`src/rtl/cdc_rd_sched_pkg.sv`:
```
// Shared definitions for the read-domain result scheduler:
// state encoding, default widths and zero constants.
package cdc_rd_sched_pkg;

    typedef enum logic [1:0] {
        ST_IDLE = 2'b00,
        ST_RUN  = 2'b01,
        ST_DONE = 2'b10
    } state_e;

    localparam int DSIZE_DEF = 8;
    localparam int CSIZE_DEF = 13;

    localparam logic [DSIZE_DEF-1:0] DATA_ZERO = {DSIZE_DEF{1'b0}};
    localparam logic [CSIZE_DEF-1:0] CNT_ZERO  = {CSIZE_DEF{1'b0}};

endpackage

```
`src/rtl/cdc_rd_out_reg.sv`:
```
// Output holding register: loads on pop, drops on accept, holds while
// downstream stalls, and clears on abort.
module cdc_rd_out_reg
    import cdc_rd_sched_pkg::*;
#(
    parameter int DSIZE = DSIZE_DEF
) (
    input  logic             clk2,
    input  logic             rst_n,
    input  logic             clr,
    input  logic             pop,
    input  logic             out_ready,
    input  logic [DSIZE-1:0] rdata,
    output logic             out_valid,
    output logic [DSIZE-1:0] out
);

    logic             out_valid_d, out_valid_q;
    logic [DSIZE-1:0] out_d, out_q;

    // next-value selection; a pop in the same cycle as an accept replaces the data
    always_comb begin
        out_valid_d = out_valid_q;
        out_d       = out_q;
        if (clr) begin
            out_valid_d = 1'b0;
            out_d       = {DSIZE{1'b0}};
        end else if (pop) begin
            out_valid_d = 1'b1;
            out_d       = rdata;
        end else if (out_valid_q && out_ready) begin
            out_valid_d = 1'b0;
            out_d       = {DSIZE{1'b0}};
        end else begin
            out_valid_d = out_valid_q;
            out_d       = out_q;
        end
    end

    // holding register
    always_ff @(posedge clk2 or negedge rst_n) begin
        if (!rst_n) begin
            out_valid_q <= 1'b0;
            out_q       <= {DSIZE{1'b0}};
        end else begin
            out_valid_q <= out_valid_d;
            out_q       <= out_d;
        end
    end

    assign out_valid = out_valid_q;
    assign out       = out_q;

endmodule

```
`src/rtl/cdc_rd_sched.sv`:
```
// Read-domain scheduler: pops exactly total_num results from a first-word
// fall-through async FIFO and hands them downstream over valid/ready.
module cdc_rd_sched
    import cdc_rd_sched_pkg::*;
#(
    parameter int DSIZE = DSIZE_DEF,
    parameter int CSIZE = CSIZE_DEF
) (
    input  logic             clk2,
    input  logic             rst_n,
    input  logic             start,
    input  logic             flush,
    input  logic [CSIZE-1:0] total_num,
    input  logic             rempty,
    input  logic [DSIZE-1:0] rdata,
    input  logic             out_ready,
    output logic             rinc,
    output logic             out_valid,
    output logic [DSIZE-1:0] out,
    output logic             busy,
    output logic             done,
    output logic [CSIZE-1:0] xfer_cnt
);

    localparam logic [CSIZE-1:0] CNT_ONE = {{(CSIZE-1){1'b0}}, 1'b1};

    state_e           state_d, state_q;
    logic [CSIZE-1:0] total_d, total_q;
    logic [CSIZE-1:0] pop_cnt_d, pop_cnt_q;
    logic [CSIZE-1:0] xfer_cnt_d, xfer_cnt_q;
    logic             out_valid_s;
    logic             pop_s;
    logic             accept_s;

    // an abort suppresses both the pop and the accept count of its cycle
    assign pop_s = (state_q == ST_RUN) && !rempty && (pop_cnt_q < total_q)
                   && (!out_valid_s || out_ready) && !flush;
    assign accept_s = (state_q == ST_RUN) && out_valid_s && out_ready && !flush;

    // FSM next state and counter updates
    always_comb begin
        state_d    = state_q;
        total_d    = total_q;
        pop_cnt_d  = pop_cnt_q;
        xfer_cnt_d = xfer_cnt_q;
        case (state_q)
            ST_IDLE: begin
                if (start && !flush) begin
                    total_d    = total_num;
                    pop_cnt_d  = {CSIZE{1'b0}};
                    xfer_cnt_d = {CSIZE{1'b0}};
                    state_d    = (total_num == {CSIZE{1'b0}}) ? ST_DONE : ST_RUN;
                end else begin
                    state_d = ST_IDLE;
                end
            end
            ST_RUN: begin
                if (flush) begin
                    state_d = ST_IDLE;
                end else begin
                    if (pop_s) begin
                        pop_cnt_d = pop_cnt_q + CNT_ONE;
                    end else begin
                        pop_cnt_d = pop_cnt_q;
                    end
                    if (accept_s) begin
                        xfer_cnt_d = xfer_cnt_q + CNT_ONE;
                    end else begin
                        xfer_cnt_d = xfer_cnt_q;
                    end
                    // completes on the edge that registers the last accept
                    state_d = (xfer_cnt_d == total_q) ? ST_DONE : ST_RUN;
                end
            end
            ST_DONE: state_d = ST_IDLE;
            default: state_d = ST_IDLE;
        endcase
    end

    // state and counter registers
    always_ff @(posedge clk2 or negedge rst_n) begin
        if (!rst_n) begin
            state_q    <= ST_IDLE;
            total_q    <= {CSIZE{1'b0}};
            pop_cnt_q  <= {CSIZE{1'b0}};
            xfer_cnt_q <= {CSIZE{1'b0}};
        end else begin
            state_q    <= state_d;
            total_q    <= total_d;
            pop_cnt_q  <= pop_cnt_d;
            xfer_cnt_q <= xfer_cnt_d;
        end
    end

    cdc_rd_out_reg #(
        .DSIZE(DSIZE)
    ) u_out_reg (
        .clk2      (clk2),
        .rst_n     (rst_n),
        .clr       (flush),
        .pop       (pop_s),
        .out_ready (out_ready),
        .rdata     (rdata),
        .out_valid (out_valid_s),
        .out       (out)
    );

    assign rinc      = pop_s;
    assign out_valid = out_valid_s;
    assign busy      = (state_q == ST_RUN);
    assign done      = (state_q == ST_DONE);
    assign xfer_cnt  = xfer_cnt_q;

endmodule

```
`config.mk`:
```
export PLATFORM = sky130hd
export DESIGN_NAME = cdc_rd_sched
export DESIGN_NICKNAME = d
export VERILOG_FILES = /design/src/rtl/cdc_rd_sched_pkg.sv /design/src/rtl/cdc_rd_out_reg.sv /design/src/rtl/cdc_rd_sched.sv
export SDC_FILE = /design/constraint.sdc
export NUM_CORES = 1
export LEC_CHECK = 0
export ABC_CLOCK_PERIOD_IN_PS = 3300
export BUFFER_PORTS_ARGS = -buffer_cell sky130_fd_sc_hd__buf_2
export CORE_UTILIZATION = 57
export DETAILED_ROUTE_END_ITERATION = 8
export GPL_ROUTABILITY_DRIVEN = 0
export PLACE_DENSITY = 0.81
export SLEW_MARGIN = 20
export SYNTH_ARGS = -nofsm -noshare
export SYNTH_HDL_FRONTEND = slang
export SYNTH_SLANG_ARGS = --single-unit
```
`constraint.sdc`:
```
create_clock -name clk2 -period 3.3 [get_ports clk2]
set_clock_uncertainty 0.1 [all_clocks]
set_input_delay 0.825 -clock clk2 [delete_from_list [all_inputs] [get_ports clk2]]
set_output_delay 0.825 -clock clk2 [all_outputs]
set_load 0.01 [all_outputs]
```
==> impl_metrics.tcl, run 1 <==
set metrics [dict create \
    path_clk_slew_ps 100 \
    ys_warn_count 0 \
    ir_drop_mv 0.2156 \
    synth_cells 341 \
    post_cts_buffers 0 \
    ys_async_sr_fraction 1.000 \
    drt-pass1-iter-count 4 \
    rsz0062_at_grt "no" \
    crit_top_cell "inv_1" \
    r2r_setup_slack_ps 600 \
    hold_class "primary input to asynchronous set/reset pin" \
    cp-endpoint "rinc" \
    grt_pass1_wl_um 12320 \
    cp.depth 8 \
    n_antenna_cell 0 \
    cp.required_ps 2370 \
    die_area_sq_um 5765 \
    yosysSeqAreaShare 0.4016 \
    yosys_most_used_dff "dfrtp_1" \
    max_slew.worst_pin.slew_ps 660.5 \
    startpoint "total_q[1]" \
    grt_pass1_vias 2573 \
    synthesis.area_sq_um 3115 \
    p_sw_w 0.0004276 \
    final_layout_size_suffix_gt1_frac 0.1974 \
    area_growth_syn_to_layout_pct 13.65 \
    grt_antenna_before_repair 0 \
    reg2reg_depth 9 \
    setup-violations-final 0 \
    grt_max_degree 38 \
    io-pin-count 52 \
    dp_hpwl_um 5438 \
    timing.rr.start "total_q[1]" \
    rows 26 \
    arrival_ps 2200 \
    ys_types 57 \
    critPathCaptureType "output pin" \
    drv_slew 0 \
    finalNetCount 430 \
    drc 0 \
    p_leak_nw 1.716 \
    synth_area_per_cell_sq_um 9.136 \
    outcome "finished, final reports clean" \
    start_util 0.6023 \
    ant_nets 0 \
    overflow 0 \
    start_kind "flop" \
    die_x_um 75.93 \
    fmax_mhz 320.2 \
    power.share.combinational 0.199 \
    whs_ps 408.9 \
    p_seq_frac 0.491 \
    clockBufferDepth 2 \
    via_count 2716 \
    routed_wl_um 7282 \
    fillers 418 \
    post-route-min-period_ps 3123 \
    cts_hold_buf 0 \
    crit_fanout 8 \
    synth_nets 382 \
    yosysMostFrequentCell "dfrtp_1" \
    synth-edff-count 0 \
    tritoncts "built" \
    clockRootBuffer "clkbuf_8" \
    cts-buffers-inserted 5 \
    numPortBuffers 51 \
    setup-tns-final_ps 0 \
    internal_power_w 0.001003 \
    synth_top_area_cell "dfrtp_1" \
    period_share 0.9463 \
    die_h_um 75.93 \
    cts.sinks 50 \
    max-slew-margin-rel 0.5594 \
    crit_type "flop to output pin" \
    coreArea_sq_um 5172 \
    cp_cell_sequence "inv_1 > ha_1 > a21o_1 > a211oi_1 > o211a_2 > o21ai_1 > inv_1 > buf_2" \
    crit_path_max_incr_delay_ps 430 \
    clk_latency_ps 310 \
    routed_via_density 5.904 \
    path_delay_family "compound AO/OA/AOI/OAI gates" \
    power_frac_clock 0.310 \
    timing.rr.end "pop_cnt_q[7]" \
    routedWlPerCell_um 15.83 \
    htree_levels 2 \
    powerDensity_nw_per_um2 404.1 \
    crit_buf_inv 3 \
    crit_slowest_cell "dfrtp_1" \
    yosys-top-cells-area "dfrtp_1 (40%), ha_1 (5.6%), nand2_1 (5.4%), o21ai_0 (4.7%), nor2_1 (3.5%)" \
    yosysTopAreaCellShare 0.4016 \
    ys_ff_latch 50 \
    synth_top_cells_by_count "dfrtp_1 (50), nand2_1 (45), nor2_1 (29), o21ai_0 (29), inv_1 (17)" \
    p_sw_frac 0.2988 \
    cap_violations 0 \
    drt-initial-drc-count 250 \
    hold_viol_final 0 \
    grt_usage 0.2665 \
]
## sequential cells by signal (all words and copies together), names as in the netlist
signal / cells
u_out_reg.out: 8
xfer_cnt: 13
state_q: 2
u_out_reg.out_valid: 1
pop_cnt_q: 13
total_q: 13
## final cells by class
| type | count | area, sq um | area share |
|---|---|---|---|
| Multi-Input combinational cell | 258 | 1724 | 0.4869 |
| Inverter | 17 | 63.81 | 0.01802 |
| Clock buffer | 5 | 68.82 | 0.01943 |
| Clock inverter | 3 | 45.04 | 0.01272 |
| Sequential cell | 50 | 1251 | 0.3534 |
| Timing Repair Buffer | 57 | 300.3 | 0.08481 |
| Tap cell | 70 | 87.58 | 0.02473 |
## worst min-delay path by stage
| stage | cells after the start | slack (ps) | from | to |
|---|---|---|---|---|
| final | 1 | 410 | rst_n | total_q[6] |
| after global routing | 1 | 450 | rst_n | total_q[6] |
| after CTS | 1 | 420 | rst_n | total_q[9] |
| after detailed placement | 1 | 440 | xfer_cnt[12] | xfer_cnt[12] |
| after global placement | 1 | 440 | pop_cnt_q[0] | pop_cnt_q[0] |
| after floorplan | 2 | 390 | total_q[0] | total_q[0] |
## through the flow
stage	power [W]	cells	instance area [sq um]	utilization	setup slack [ps]
5_1_grt	0.001507	460	3541	0.6846	35.85
3_5_place_dp	0.0009957	452	3423	0.6618	276.0
6_report	0.001431	460	3541	0.6846	177.3
4_1_cts	0.001441	460	3537	0.6838	148.8
2_1_floorplan	0.0008975	341	3115	-	474.7
3_3_place_gp	0.0009829	452	3423	0.6618	342.5
## worst reg2reg max path, cell delays in order, from the launching register on
cell	delay, ps
dfrtp_1	430
inv_1	80
ha_1	300
a21o_1	160
a211oi_1	260
o211a_2	320
o21ai_1	110
buf_4	210
or4_1	510
a21oi_1	160
## what timing repair did
| action | CTS | global route |
|---|---|---|
| gates resized for setup | 0 | 1 |
| endpoints found under the setup margin | 0 | 1 |
| hold endpoints to repair | 0 | 0 |
## kinds of logic after synthesis
group,after synthesis,share of synthesized area
buffers and inverters,33,0.04899
xor gates and xnor gates,23,0.06466
muxes,10,0.03253
AOI/OAI and AO/OA,80,0.1667
adders and majority gates,14,0.05623
and+or+nand+nor,131,0.2293
DFF,50,0.4016
## per-layer routing
metal / routed length (um) / vias up / track usage
li1: - / 1315 / -
met1: 3312 / 1291 / 0.3702
met2: 3425 / 95 / 0.4245
met3: 418 / 15 / 0.04096
met4: 127 / 0 / 0.09423
met5: 0 / - / 0
## placed cells by master, fill, tap and decap left out, drive strengths merged, types with 2 or more instances in the layout
master / netlist / final
clkbuf: 7 / 5
a21o: 2 / 2
and3: 2 / 2
nand2: 45 / 45
nor3: 5 / 5
nand4: 7 / 7
o2111ai: 6 / 6
a211oi: 2 / 2
a21oi: 10 / 10
buf: 9 / 57
xnor2: 11 / 11
o211ai: 7 / 7
or4: 3 / 3
xor2: 12 / 12
o21ai: 30 / 30
and4: 2 / 2
clkinvlp: 0 / 2
nor2b: 4 / 4
o31ai: 3 / 3
nand2b: 3 / 3
a31oi: 7 / 7
mux2i: 9 / 9
and2: 11 / 11
nor2: 29 / 29
or3: 2 / 2
ha: 14 / 14
inv: 17 / 17
and4bb: 2 / 2
nand3: 5 / 5
o21a: 3 / 3
dfrtp: 50 / 50
nor4: 5 / 5
## power groups by stage
| stage | clock [W] | combinational [W] | sequential, W |
|---|---|---|---|
| 3_3_place_gp | 0 | 0.000272 | 0.000711 |
| 4_1_cts | 0.000453 | 0.000286 | 0.000702 |
| 6_report | 0.000443 | 0.000285 | 0.000703 |
| 2_1_floorplan | 0 | 0.000196 | 0.000702 |
| 5_1_grt | 0.000477 | 0.000323 | 0.000707 |
| 3_5_place_dp | 0 | 0.000282 | 0.000714 |
No activity file was read; power rests on OpenSTA's default activity.
==> run 2: changes to the inputs <==
--- a/config.mk
+++ b/config.mk
@@ -5,12 +5,14 @@
 export SDC_FILE = /design/constraint.sdc
 export NUM_CORES = 1
 export LEC_CHECK = 0
-export ABC_CLOCK_PERIOD_IN_PS = 3300
+export ABC_CLOCK_PERIOD_IN_PS = 3600
 export BUFFER_PORTS_ARGS = -buffer_cell sky130_fd_sc_hd__buf_2
-export CORE_UTILIZATION = 57
+export CAP_MARGIN = 20
+export CORE_MARGIN = 8
+export CORE_UTILIZATION = 61
 export DETAILED_ROUTE_END_ITERATION = 8
 export GPL_ROUTABILITY_DRIVEN = 0
-export PLACE_DENSITY = 0.81
+export PLACE_DENSITY = 0.85
 export SLEW_MARGIN = 20
 export SYNTH_ARGS = -nofsm -noshare
 export SYNTH_HDL_FRONTEND = slang
==> constraint.sdc (replaced) <==
create_clock -name clk2 -period 3.6 [get_ports clk2]
set_clock_uncertainty 0.1 [all_clocks]
set_input_delay 0.9 -clock clk2 [delete_from_list [all_inputs] [get_ports clk2]]
set_output_delay 0.9 -clock clk2 [all_outputs]
set_load 0.01 [all_outputs]
==> run 2 against run 1 <==
Effect of this change: routed wire length is 6.3% higher; total power fell by 12%; largest power group unchanged; critical endpoint unchanged; critical path type unchanged; setup slack improved by 250 ps.
==> impl_metrics.tcl, run 2 (synthesis results as in run 1) <==
set metrics [dict create \
    cts_resized 0 \
    crit_fanout 8 \
    grt_pass1_vias 2634 \
    crit_path_max_incr_delay_ps 390 \
    grt_usage 0.2074 \
    p_sw_w 0.0003870 \
    finalNetCount 430 \
    via_count 2721 \
    power_frac_clock 0.275 \
    drt-pass1-iter-count 5 \
    htree_levels 2 \
    coreArea_sq_um 5010 \
    hold_class "primary input to asynchronous set/reset pin" \
    path_clk_slew_ps 90 \
    crit_top_cell "inv_1" \
    seq_area_sq_um 1251 \
    hold_viol_final 0 \
    powerDensity_nw_per_um2 356.1 \
    rsz0062_at_grt "no" \
    arrival_ps 2170 \
    setup-violations-final 0 \
    ant_nets 0 \
    post_cts_buffers 0 \
    overflow 0 \
    crit_type "flop to output pin" \
    final_layout_size_suffix_gt1_frac 0.1949 \
    p_leak_nw 1.713 \
    n_antenna_cell 0 \
    io-pin-count 52 \
    start_util 0.6219 \
    routedWlPerCell_um 16.83 \
    crit_slowest_cell "dfrtp_1" \
    layout_common_cells "buf_2 (51), dfrtp_1 (50), nand2_1 (45)" \
    fmax_mhz 315.1 \
    drv_slew 0 \
    numPortBuffers 51 \
    power.share.combinational 0.213 \
    area_growth_syn_to_layout_pct 13.05 \
    clockBufferDepth 2 \
    routed_via_density 5.915 \
    cts_hold_buf 0 \
    internal_power_w 0.0008671 \
    drt-initial-drc-count 246 \
    grt_max_degree 38 \
    place_area_sq_um 3427 \
    dp_hpwl_um 5797 \
    multi_input_area_sq_um 1724 \
    outcome "finished, final reports clean" \
    final_area_sq_um 3522 \
    routed_wl_um 7740 \
    tritoncts "built" \
    crit_buf_inv 3 \
    critPathCaptureType "output pin" \
    start_kind "flop" \
    cts-buffers-inserted 5 \
    die_h_um 87.47 \
    setup-tns-final_ps 0 \
    period_share 0.8817 \
    die_x_um 87.47 \
    p_sw_frac 0.3086 \
    cp.required_ps 2600 \
    max-slew-margin-rel 0.5306 \
    drc 0 \
    path_delay_family "compound AO/OA/AOI/OAI gates" \
    ir_drop_mv 0.2618 \
    cts.sinks 50 \
    clockRootBuffer "clkbuf_8" \
    clk_latency_ps 300 \
    fillers 402 \
    post-route-min-period_ps 3174 \
    cap_violations 0 \
    p_seq_frac 0.512 \
    grt_pass1_wl_um 12480 \
    max_slew.worst_pin.slew_ps 703.4 \
    die_area_sq_um 7650 \
    cp_cell_sequence "inv_1 > ha_1 > and4_1 > a211oi_1 > o211a_1 > o21ai_1 > inv_1 > buf_2" \
    rows 26 \
    final_common_cell "buf_2" \
    grt_antenna_before_repair 0 \
]
==> run 2: worst reg2reg max path: stages, from the launching register on <==
cell and delay (ps):
dfrtp_1 390, inv_1 80, ha_1 310, and4_1 220, a211oi_1 230, o211a_1 320
o21ai_1 120, buf_4 210, or4_1 510, a21oi_1 160
==> run 2: final timing paths <==
check,start,to,slack (ps),cells after the start
worst max-delay path,total_q[6],rinc,430,8
worst max register to register,total_q[6],pop_cnt_q[7],880,9
max in group asynchronous,rst_n,pop_cnt_q[5],2200,2
worst min-delay path,rst_n,total_q[10],410,1
worst min register to register,pop_cnt_q[0],pop_cnt_q[0],460,1
min in group clk2,pop_cnt_q[0],pop_cnt_q[0],460,1
==> run 2: area by class of cell <==
| cell class | count | area share |
|---|---|---|
| timing repair buffer | 57 | 0.08526 |
| sequential | 50 | 0.3552 |
| tap | 70 | 0.02487 |
| clock inverter | 2 | 0.003552 |
| multi-input combinational | 258 | 0.4895 |
| inverter | 17 | 0.01812 |
| clock buffer | 6 | 0.02345 |
==> run 2: through the flow <==
stage	std cells	util	total power (W)	hold WS [ps]	worst slack, ps
6_report	460	0.7030	0.001254	414.3	426.0
3_3_place_gp	452	0.6833	0.0008981	420.0	536.6
4_1_cts	460	0.7030	0.001262	427.4	407.3
5_1_grt	460	0.7030	0.001315	441.3	259.5
3_5_place_dp	452	0.6841	0.0009162	446.6	467.5
2_1_floorplan	341	-	0.0008227	388.3	699.7
==> run 2: layer usage <==
| layer | track usage | vias up | part of all wire |
|---|---|---|---|
| li1 | - | 1313 | - |
| met1 | 0.2662 | 1297 | 0.44 |
| met2 | 0.3402 | 100 | 0.48 |
| met3 | 0.04151 | 11 | 0.066 |
| met4 | 0.06406 | 0 | 0.015 |
| met5 | 0 | - | 0 |
==> run 2: power groups by stage <==
stage               clock network [W]  registers, W  logic [W]
detailed placement                  0      0.000652   0.000264
finish                       0.000345      0.000642   0.000267
CTS                          0.000353      0.000642   0.000267
floorplan                           0      0.000643   0.000180
global placement                    0      0.000650   0.000248
global route                 0.000369      0.000648   0.000298
